===== config.mk =====
export PLATFORM = sky130hd
export DESIGN_NAME = serial_adder_ctrl
export DESIGN_NICKNAME = d
export VERILOG_FILES = /design/src/rtl/serial_adder_ctrl.sv
export SDC_FILE = /design/constraint.sdc
export NUM_CORES = 1
export LEC_CHECK = 0
export BUFFER_PORTS_ARGS = -buffer_cell sky130_fd_sc_hd__buf_2
export CAP_MARGIN = 10
export CELL_PAD_IN_SITES_DETAIL_PLACEMENT = 1
export CELL_PAD_IN_SITES_GLOBAL_PLACEMENT = 2
export CORE_MARGIN = 2
export CORE_UTILIZATION = 33
export DETAILED_ROUTE_END_ITERATION = 8
export GPL_TIMING_DRIVEN = 0
export PLACE_DENSITY = 0.83
export SETUP_SLACK_MARGIN = 0.5
export SLEW_MARGIN = 0
export SYNTH_ARGS = -nofsm -noshare
export SYNTH_HDL_FRONTEND = slang
export SYNTH_SLANG_ARGS = --single-unit

===== constraint.sdc =====
create_clock -name clk -period 1.6 [get_ports clk]
set_input_delay 0.48 -clock clk [delete_from_list [all_inputs] [get_ports clk]]
set_output_delay 0.48 -clock clk [all_outputs]
set_load 0.02 [all_outputs]

===== src/rtl/serial_adder_ctrl.sv =====
`default_nettype none
// ============================================================================
//  Module      : full_adder_single
//  Description : One-bit full adder cell used as the serial adder's ALU.
//  Revision    : 1.0 - initial release
// ============================================================================
module full_adder_single (
    input  logic A,
    input  logic B,
    input  logic Cin,
    output logic S,
    output logic Cout
);

    // Sum and carry of a single bit position
    always_comb begin
        S    = A ^ B ^ Cin;
        Cout = (A & B) | (A & Cin) | (B & Cin);
    end

endmodule

// ============================================================================
//  Module      : serial_adder_ctrl
//  Description : Bit-serial adder. Latches two WIDTH-bit operands and a
//                carry-in, adds them LSB-first through one full-adder cell
//                (one bit per clock) and presents a registered sum with a
//                busy/done handshake.
//  Revision    : 1.0 - initial release
// ============================================================================
module serial_adder_ctrl #(
    parameter int WIDTH = 8
) (
    input  logic             clk,
    input  logic             rst,
    input  logic             start,
    input  logic [WIDTH-1:0] A,
    input  logic [WIDTH-1:0] B,
    input  logic             Cin,
    output logic             busy,
    output logic             done,
    output logic [WIDTH-1:0] S,
    output logic             Cout
);

    // Counter only needs to reach WIDTH-1
    localparam int CW = (WIDTH > 1) ? $clog2(WIDTH) : 1;
    localparam logic [CW-1:0] c_LAST_BIT = CW'(WIDTH - 1);

    typedef enum logic [1:0] {
        ST_IDLE = 2'd0,
        ST_RUN  = 2'd1,
        ST_DONE = 2'd2
    } state_t;

    state_t           r_state;
    state_t           w_state_nxt;

    logic [WIDTH-1:0] r_a_sh;
    logic [WIDTH-1:0] r_b_sh;
    logic [WIDTH-1:0] r_sum_sh;
    logic             r_carry;
    logic [CW-1:0]    r_cnt;
    logic [WIDTH-1:0] r_s;
    logic             r_cout;

    logic             w_fa_s;
    logic             w_fa_c;
    logic             w_accept;
    logic             w_last;

    // Start is only honoured outside RUN; in RUN it is ignored entirely
    assign w_accept = (r_state != ST_RUN) && start;
    assign w_last   = (r_cnt == c_LAST_BIT);

    full_adder_single u_fa (
        .A    (r_a_sh[0]),
        .B    (r_b_sh[0]),
        .Cin  (r_carry),
        .S    (w_fa_s),
        .Cout (w_fa_c)
    );

    // State register
    always_ff @(posedge clk) begin
        if (rst) begin
            r_state <= ST_IDLE;
        end else begin
            r_state <= w_state_nxt;
        end
    end

    // Next-state decode and state-decoded handshake outputs
    always_comb begin
        w_state_nxt = r_state;
        busy        = 1'b0;
        done        = 1'b0;
        case (r_state)
            ST_IDLE: begin
                if (start) begin
                    w_state_nxt = ST_RUN;
                end
            end
            ST_RUN: begin
                busy = 1'b1;
                if (w_last) begin
                    w_state_nxt = ST_DONE;
                end
            end
            ST_DONE: begin
                done        = 1'b1;
                w_state_nxt = start ? ST_RUN : ST_IDLE;
            end
            default: begin
                w_state_nxt = ST_IDLE;
            end
        endcase
    end

    // Operand capture, serial shifting, carry hold and result registration
    always_ff @(posedge clk) begin
        if (rst) begin
            r_a_sh   <= '0;
            r_b_sh   <= '0;
            r_sum_sh <= '0;
            r_carry  <= 1'b0;
            r_cnt    <= '0;
            r_s      <= '0;
            r_cout   <= 1'b0;
        end else if (r_state == ST_RUN) begin
            r_sum_sh <= {w_fa_s, r_sum_sh[WIDTH-1:1]};
            r_a_sh   <= {1'b0, r_a_sh[WIDTH-1:1]};
            r_b_sh   <= {1'b0, r_b_sh[WIDTH-1:1]};
            r_carry  <= w_fa_c;
            r_cnt    <= r_cnt + 1'b1;
            // The final bit goes straight into the result; S/Cout move only here
            if (w_last) begin
                r_s    <= {w_fa_s, r_sum_sh[WIDTH-1:1]};
                r_cout <= w_fa_c;
            end
        end else if (w_accept) begin
            r_a_sh  <= A;
            r_b_sh  <= B;
            r_carry <= Cin;
            r_cnt   <= '0;
        end
    end

    assign S    = r_s;
    assign Cout = r_cout;

endmodule
`default_nettype wire


=== Yosys cells after proc, flatten, opt, wreduce, memory -nomap -nowiden ===
Cells that the tools add are included.

* Logic and storage cells: 44
* Memory bits (read-only): 0
* Bits in latches: 0
* Bits of input ports: 20
* Memories: 0
* Output and inout bits: 11
* Memory bits (writable): 0
* Bits in registers: 39

* Shifts and indexed selects: 0
* Equal/unequal tests: 6
* Multiply operators: 0
* Div/mod/pow operators: 0
* Muxes and demuxes: 14
* Magnitude comparators: 0
* Reductions and logical operators: 6
* Bitwise operators: 7
* $add $sub $neg: 1

{| class="wikitable"
|+ Operators with widths
! kind !! count
|-
| two-way mux 7 bit || 4
|-
| two-way mux 3 bit || 2
|-
| case mux 2 bit (3 select lines) || 1
|-
| two-way mux 1 bit || 5
|-
| two-way mux 2 bit || 2
|-
| inequality test 2 bit (second input constant) || 2
|-
| AND reduction 2 bit || 2
|-
| adder 3 x 1 -> 3 bit (second input constant) || 1
|-
| bitwise AND 1 bit || 3
|-
| equality test 3 bit (second input constant) || 1
|-
| equality test 2 x 1 -> 1 bit (second input constant) || 1
|-
| equality test 2 bit (second input constant) || 1
|-
| zero test 2 bit || 1
|-
| inequality test 2 x 1 -> 1 bit (second input constant) || 1
|-
| bitwise OR 1 bit || 2
|-
| nonzero test 2 bit || 1
|-
| OR reduction 2 bit || 1
|-
| bitwise XOR 1 bit || 2
|-
| logical AND 1 bit || 1
|}

=== Depth between registers and ports, before layout ===
Gate-level depths: netlist of the first run.

* Word-level depth: 4
* Depth in mapped cells: 6
* Gate-level depth less buffers: 5

=== Modules after synthesis ===
A second synthesis of the first run with hierarchy kept.

* Cells, all modules: 169
* Area, all modules: 1635.3 um2

{| class="wikitable"
|+ Modules (own cells, without submodules)
! module !! times used !! area each (um2) !! cells each !! sequential area each (um2)
|-
| serial_adder_ctrl || 1 || 1615.3 || 168 || 760.7
|-
| full_adder_single || 1 || 20.0 || 1 || 0.0
|}

=== Worst setup path before layout of the first run ===
OpenSTA, ideal clock, no wires.

* Path type: reg-to-reg
* Start point: register r_cnt[0]
* End point: register r_s[0] (netlist: S[0])
* Setup slack: 0.355 ns
* Cell stages (with the launch flop): 7
* Data required time: 1.455 ns
* Arrival: 1.099 ns
* Cells stage by stage: dfxtp_1 -> ha_1 -> ha_1 -> and3b_1 -> buf_2 -> nand2_1 -> a21oi_1

* Longest elaborated chain between the ends: 2

{| class="wikitable"
|+ Ends and longest elaborated chain
! what !! line !! text
|-
| from (decl) || 63 || <nowiki>logic [CW-1:0] r_cnt;</nowiki>
|-
| from (signal assigned) || 135 || <nowiki>r_cnt <= r_cnt + 1'b1;</nowiki>
|-
| equality test 3 bit || 74 || <nowiki>assign w_last = (r_cnt == c_LAST_BIT);</nowiki>
|-
| AND reduction 2 bit (no line) || - ||
|-
| to (signal assigned) || 138 || <nowiki>r_s <= {w_fa_s, r_sum_sh[WIDTH-1:1]};</nowiki>
|-
| to (decl) || 64 || <nowiki>logic [WIDTH-1:0] r_s;</nowiki>
|}

Every way passes these cells.
A chain may end at the register's enable or synchronous reset.

=== Final worst setup path of the first run ===
* Start point: register r_state[1]
* End point: output port busy

* Longest elaborated chain between the ends: 2

{| class="wikitable"
|+ Ends and longest elaborated chain
! what !! line !! text
|-
| from (decl) || 56 || <nowiki>state_t r_state;</nowiki>
|-
| from (signal assigned) || 89 || <nowiki>r_state <= w_state_nxt;</nowiki>
|-
| equality test 2 x 1 -> 1 bit || 98 || <nowiki>case (r_state)</nowiki>
|-
| two-way mux 1 bit || 98 ||
|-
| to (decl) || 40 || <nowiki>output logic busy,</nowiki>
|}

Every way passes these cells.

==> results of run 1 <==
==> flip-flops by register name (all words and copies together) (netlist names) <==
register / count
S: 8
r_a_sh: 8
r_b_sh: 8
r_sum_sh: 7
r_cnt: 3
r_state: 2
Cout: 1
r_carry: 1
==> worst max-delay path, delay by kind of cell (launching register included) <==
kind / cells / cell delay [ps]
DFF: 1 / 340
and+or+nand+nor: 1 / 110
buffers and inverters: 4 / 390
==> power by group <==
group | internal [mW] | switching, mW | leakage, nW | total [mW]
Combinational | 0.252 | 0.234 | 0.844 | 0.486
Sequential | 0.993 | 0.0550 | 0.318 | 1.05
Clock | 0.347 | 0.390 | 0.0472 | 0.737
Total | 1.59 | 0.678 | 1.21 | 2.27
==> placed cells by master (no fill, tap or decap), types with 2 or more instances in the layout <==
cell / synthesis / layout
nor3_2: 2 / 2
a21oi_2: 0 / 16
a21oi_1: 19 / 2
buf_4: 6 / 12
buf_12: 0 / 4
nand2_1: 34 / 18
dfxtp_1: 38 / 24
buf_6: 3 / 20
ha_4: 0 / 2
clkbuf_16: 0 / 2
dfxtp_2: 0 / 12
nand2_4: 0 / 16
a211oi_2: 15 / 15
buf_8: 0 / 4
mux2i_1: 17 / 17
buf_2: 2 / 20
nor2_4: 0 / 16
dfxtp_4: 0 / 2
clkbuf_8: 0 / 6
buf_16: 0 / 2
nand3b_1: 4 / 4
==> layout make-up <==
class / instances / area share, %
timing repair buffer: 52 / 18.5
clock buffer: 6 / 2.98
clock inverter: 2 / 0.452
buffer: 13 / 5.51
inverter: 2 / 0.452
tap: 67 / 3.03
multi-input combinational: 116 / 40.8
sequential: 38 / 28.3
==> metal layers <==
layer | global-route usage (%) | part of all wire, % | up-vias
met2 | 36.0 | 53 | 29
li1 | - | - | 694
met3 | 5.15 | 2.9 | 10
met5 | 0 | 0 | -
met1 | 22.6 | 42 | 717
met4 | 6.94 | 1.6 | 0
==> metrics by stage <==
| stage | instances | utilization (%) | power, mW | worst slack, ps |
|---|---|---|---|---|
| floorplan | 169 | - | 1.24 | 396 |
| global route | 296 | 58.2 | 2.35 | -58.1 |
| global placement | 265 | 40.5 | 1.31 | 200 |
| CTS | 287 | 53.5 | 2.18 | -11.8 |
| finish | 296 | 58.2 | 2.27 | -35.8 |
| detailed placement | 265 | 40.5 | 1.33 | 187 |
==> cells by family (layout without fill, tap and decap cells) <==
family | after synthesis | in the layout | synth area share (%)
AO/OA/AOI/OAI | 35 | 35 | 17.8
AND/OR/NAND/NOR | 61 | 61 | 16.4
flip-flops | 38 | 38 | 46.3
multiplexers | 17 | 17 | 10.4
buffers and inverters | 15 | 75 | 6.40
adder cells (fa/ha/maj) | 3 | 3 | 2.74
==> worst paths after layout <==
| kind | endpoint | slack, ps | depth (start not counted) |
|---|---|---|---|
| worst max-delay path | busy | -40 | 5 |
| worst min-delay path | r_a_sh[3] | 460 | 2 |
| worst max register to register | r_cnt[1] | 70 | 9 |
| worst min register to register | S[2] | 480 | 2 |
==> timing repair <==
action,CTS,global route
pin swaps,41,26
gates cloned,3,2
setup endpoints to repair,28,49
gates resized for setup,116,26
setup buffers,11,7
hold buffers,0,0
==> metrics.txt, run 1 <==
row cnt 25; Pwr Density 820 nW/um2; Routability Congestion 0.759; global-route wire length before repair 7990 um; flops & latches, synth 38; clk slew on worst S/H paths 90 ps; failing checks setup timing; Crit path required time 1120 ps; Leakage 1.21 nW; number of max-cap violations 0; Final min period 1640 ps; # DRC 0; Tcrit/Tclk final 102%; vias in the first global route 1567; Core Box Area 4750 um2; top post-synthesis cells by area dfxtp_1 (46%), a211oi_2 (11%), mux2i_1 (10%); Worst Path Arrival 1160 ps; final worst setup slack -35.8 ps; Least-Margin Pin Slew 742 ps; layout cells sized above 1 69.4%; final setup TNS -35.8 ps; Yosys warning count 0; final-report hold violation count 0; WS Path Type reg -> out; remaining global-route overflow 0; Critical Path End Type output port; Final ANT Viol Nets 0; area share of the largest cell type after synthesis 46.3%; Worst path max stage delay 340 ps; # setup viols final 1; Routed WL per cell 18.9 um; Fin Hold WS 464 ps; min-delay worst type in -> reg; Die H 74.5 um; htree depth 2; DP HPWL 3020 um; most frequent cells after synthesis dfxtp_1 (38), nand2_1 (34), a21oi_1 (19), mux2i_1 (17), nor2_1 (17); WL final 5610 um; detailed-router iteration count before antenna repair 4; initial antenna violation count 0; Crit-path slowest cell dfxtp_2; Final #Nets 251; Setup Skew 9.06 ps; Starting Density 34.5%; FMAX 611 MHz; vias per inst 4.90; TritonCTS buffer count 5; CP Launch Type flip-flop; area of the multi-input gates 1130 um2; top_reg_cell synth dfxtp_1; Ant. Diodes 0; normalized max-slew margin 50.5%; synth unique cells 21; area grow syn2layout 68.7%; CTS max path bufs 2; I/O pin total 31; Hold Crit Start rst; EDFF count, synth 0; clock latency at the later pin of the worst-skew pair 300 ps; initial DRC count 55; Design Area, Final 2770 um2; gr usage total 19.9%; Vias 1450; Avg Cell Area, Syn 9.71 um2; FF+latch area 783 um2; die area 5550 um2; Mapped Cells 169; Layout fillers 521; asr flop ratio synth 0%; post-synth top area cell dfxtp_1; worst vdd ir 0.000537 V; sequential cell area fraction in the yosys report 46.3%; CP Launch Point r_state[1]; Port Buffers 29; count leader, synth dfxtp_1; worst r2r src r_state[1]; peak fanout along the critical path 2; placed cell areas 1930 um2; Chip Width 74.5 um; status finished, violations left; net count after synthesis 192; cell area after synthesis 1640 um2; Worst path most repeated cell buf_6; pin count of the biggest net entering global routing 13; CTS sink count 38; Root Buffer clkbuf_8; RSZ-0062 raised after global routing yes; worst path cell trace nand2b_4 > buf_6 > clkinv_4 > buf_8 > buf_6; Pins Over Slew Limit 0; TritonCTS clock tree built
Power figures use the tool's default switching activity.
==> run 2, diff against run 1 <==
--- a/config.mk
+++ b/config.mk
@@ -18,4 +18,5 @@
 export SLEW_MARGIN = 0
 export SYNTH_ARGS = -nofsm -noshare
 export SYNTH_HDL_FRONTEND = slang
+export SYNTH_HIERARCHICAL = 1
 export SYNTH_SLANG_ARGS = --single-unit
==> run 2 against run 1 <==
Clock power up 12%. Die area down 0.36%. Worst hold slack better by 7.6 ps. The run still ends with setup timing left. Register-to-register slack better by 220 ps. Highest routed layer unchanged. Sequential power about the same.
==> metrics.txt, run 2 <==
DP HPWL 2840 um; layout cells sized above 1 64.7%; most frequent cells after synthesis dfxtp_1 (38), nand2_1 (34), a21oi_1 (19), mux2i_1 (17), nor2_1 (17); die area 5530 um2; Post-Synth Adder-Cell Area 2.75%; CTS max path bufs 2; Root Buffer clkbuf_8; top_reg_cell synth dfxtp_1; RR Endpoint S[0]; worst vdd ir 0.000732 V; Setup Skew 4.67 ps; TritonCTS clock tree built; Yosys warning count 6; CTS sink count 38; pin count of the biggest net entering global routing 13; failing checks setup timing; cell count of the worst reg-to-reg path 6; Synth Area in XOR/XNOR 0%; initial antenna violation count 0; FF+latch area 782 um2; commonest non-fill, non-tap cell in the layout dfxtp_1; Routed WL per cell 16.7 um; number of max-cap violations 0; Pins Over Slew Limit 0; Starting Density 34.4%; Tcrit/Tclk final 100%; CTS Hold Bufs 0; initial DRC count 49; # DRC 0; Layout fillers 517; Setup crit end busy; Port Buffers 29; Least-Margin Pin Slew 815 ps; WL final 4850 um; area grow syn2layout 61.6%; gr usage total 17.6%; met2 wire len 2630 um; FMAX 625 MHz; Mapped Cells 169; Routability Congestion 0.737; wl on met1 2010 um; Final #Nets 246; asr flop ratio synth 0%; vias in the first global route 1483; remaining global-route overflow 0; status finished, violations left; clock latency at the later pin of the worst-skew pair 300 ps; TritonCTS buffer count 5; WS Path Type reg -> out; Avg Cell Area, Syn 9.68 um2; Critical Path End Type output port; Pwr Density 864 nW/um2; Final min period 1600 ps; CP Launch Type flip-flop; vias per inst 4.85; final worst setup slack -0.542 ps; Chip Width 74.4 um; synth unique cells 20; largest family of logic cells by synthesized area compound AO/OA/AOI/OAI gates; Synth Area in Simple Gates 15.8%; DR WL met3 126 um; EDFF count, synth 0; Die H 74.4 um; row cnt 25; Fin Hold WS 471 ps; mux cell area share after synthesis 10.4%; final setup TNS -0.542 ps; Overall Power 2.28 mW; Ant. Diodes 0; most frequent cells in the layout dfxtp_1 (25), buf_2 (21), mux2i_1 (17), nand2_1 (17), buf_6 (15); # setup viols final 1; I/O pin total 31; worst r2r src r_cnt[0]; htree depth 2; normalized max-slew margin 45.7%; area of the multi-input gates 1050 um2; final-report hold violation count 0; flops & latches, synth 38; CP Launch Point r_state[1]; Vias 1410; clk slew on worst S/H paths 80 ps; top post-synthesis cells by area dfxtp_1 (47%), a211oi_2 (11%), mux2i_1 (10%); Core Box Area 4750 um2; sequential cell area fraction in the yosys report 46.5%; Compound-Gate Fraction of Synth Area 17.8%; peak fanout along the critical path 2; Worst Path Arrival 1120 ps; RSZ-0062 raised after global routing yes; Final ANT Viol Nets 0; uppermost routed layer met4; cell area after synthesis 1640 um2; Leakage 1.09 nW; post-synth top area cell dfxtp_1; min-delay worst type reg -> reg; detailed-router iteration count before antenna repair 4; area share of the largest cell type after synthesis 46.5%; count leader, synth dfxtp_1; net count after synthesis 192; reg-to-reg setup timing slack 290 ps; global-route wire length before repair 7290 um; Crit path required time 1120 ps
## run 2: critical path: stages, from the launching register on
cell and delay (ps):
dfxtp_2 330, nand2b_4 130, buf_6 120, inv_4 50, buf_8 90, buf_6 100
## run 2: per-layer routing
metal | track usage [%] | vias to the layer above
met5 | 0 | -
met4 | 6.55 | 0
met3 | 4.07 | 6
met2 | 31.1 | 17
met1 | 20.7 | 701
li1 | - | 686
## run 2: through the flow
stage | cells | utilization (%) | setup slack, ps | cell area, um2
3_3_place_gp | 265 | 40.2 | 194 | 1910
4_1_cts | 283 | 49.1 | 5.45 | 2330
2_1_floorplan | 169 | - | 388 | 1680
6_report | 291 | 55.6 | -0.542 | 2640
3_5_place_dp | 265 | 40.2 | 193 | 1910
5_1_grt | 291 | 55.6 | -44.3 | 2640
## run 2: area by class of cell
| type | instances | share of cell area [%] |
|---|---|---|
| buffer | 13 | 5.49 |
| clock buffer | 5 | 2.60 |
| clock inverter | 3 | 1.52 |
| inverter | 2 | 0.379 |
| multi-input combinational | 116 | 39.6 |
| sequential | 38 | 29.6 |
| tap | 67 | 3.17 |
| timing repair buffer | 47 | 17.6 |
## run 2: report_power, final
part	total, mW	internal [mW]	switching, mW
Sequential	1.04	0.992	0.0482
Combinational	0.419	0.224	0.196
Clock	0.823	0.459	0.364
## run 2: timing repair
item,4_1_cts,5_1_grt
gates cloned,3,4
resized for setup,65,55
buffers inserted,7,4
pin swaps,3,23
setup endpoints to repair,26,48
## run 2: cell families after synthesis
| logic type | after synthesis |
|---|---|
| AO/OA/AOI/OAI | 35 |
| adder cells (fa/ha/maj) | 3 |
| buffers and inverters | 15 |
| flip-flops | 38 |
| multiplexers | 17 |
| AND/OR/NAND/NOR | 61 |
## run 2: worst min path at each step
stage               depth (start not counted)   startpoint     endpoint  slack [ps]
floorplan                                   2  r_sum_sh[1]  r_sum_sh[1]         440
global placement                            2         Cout         Cout         440
detailed placement                          2         S[3]         S[3]         450
CTS                                         2         S[4]         S[4]         470
global route                                2         S[2]         S[2]         480
finish                                      2         S[2]         S[2]         470
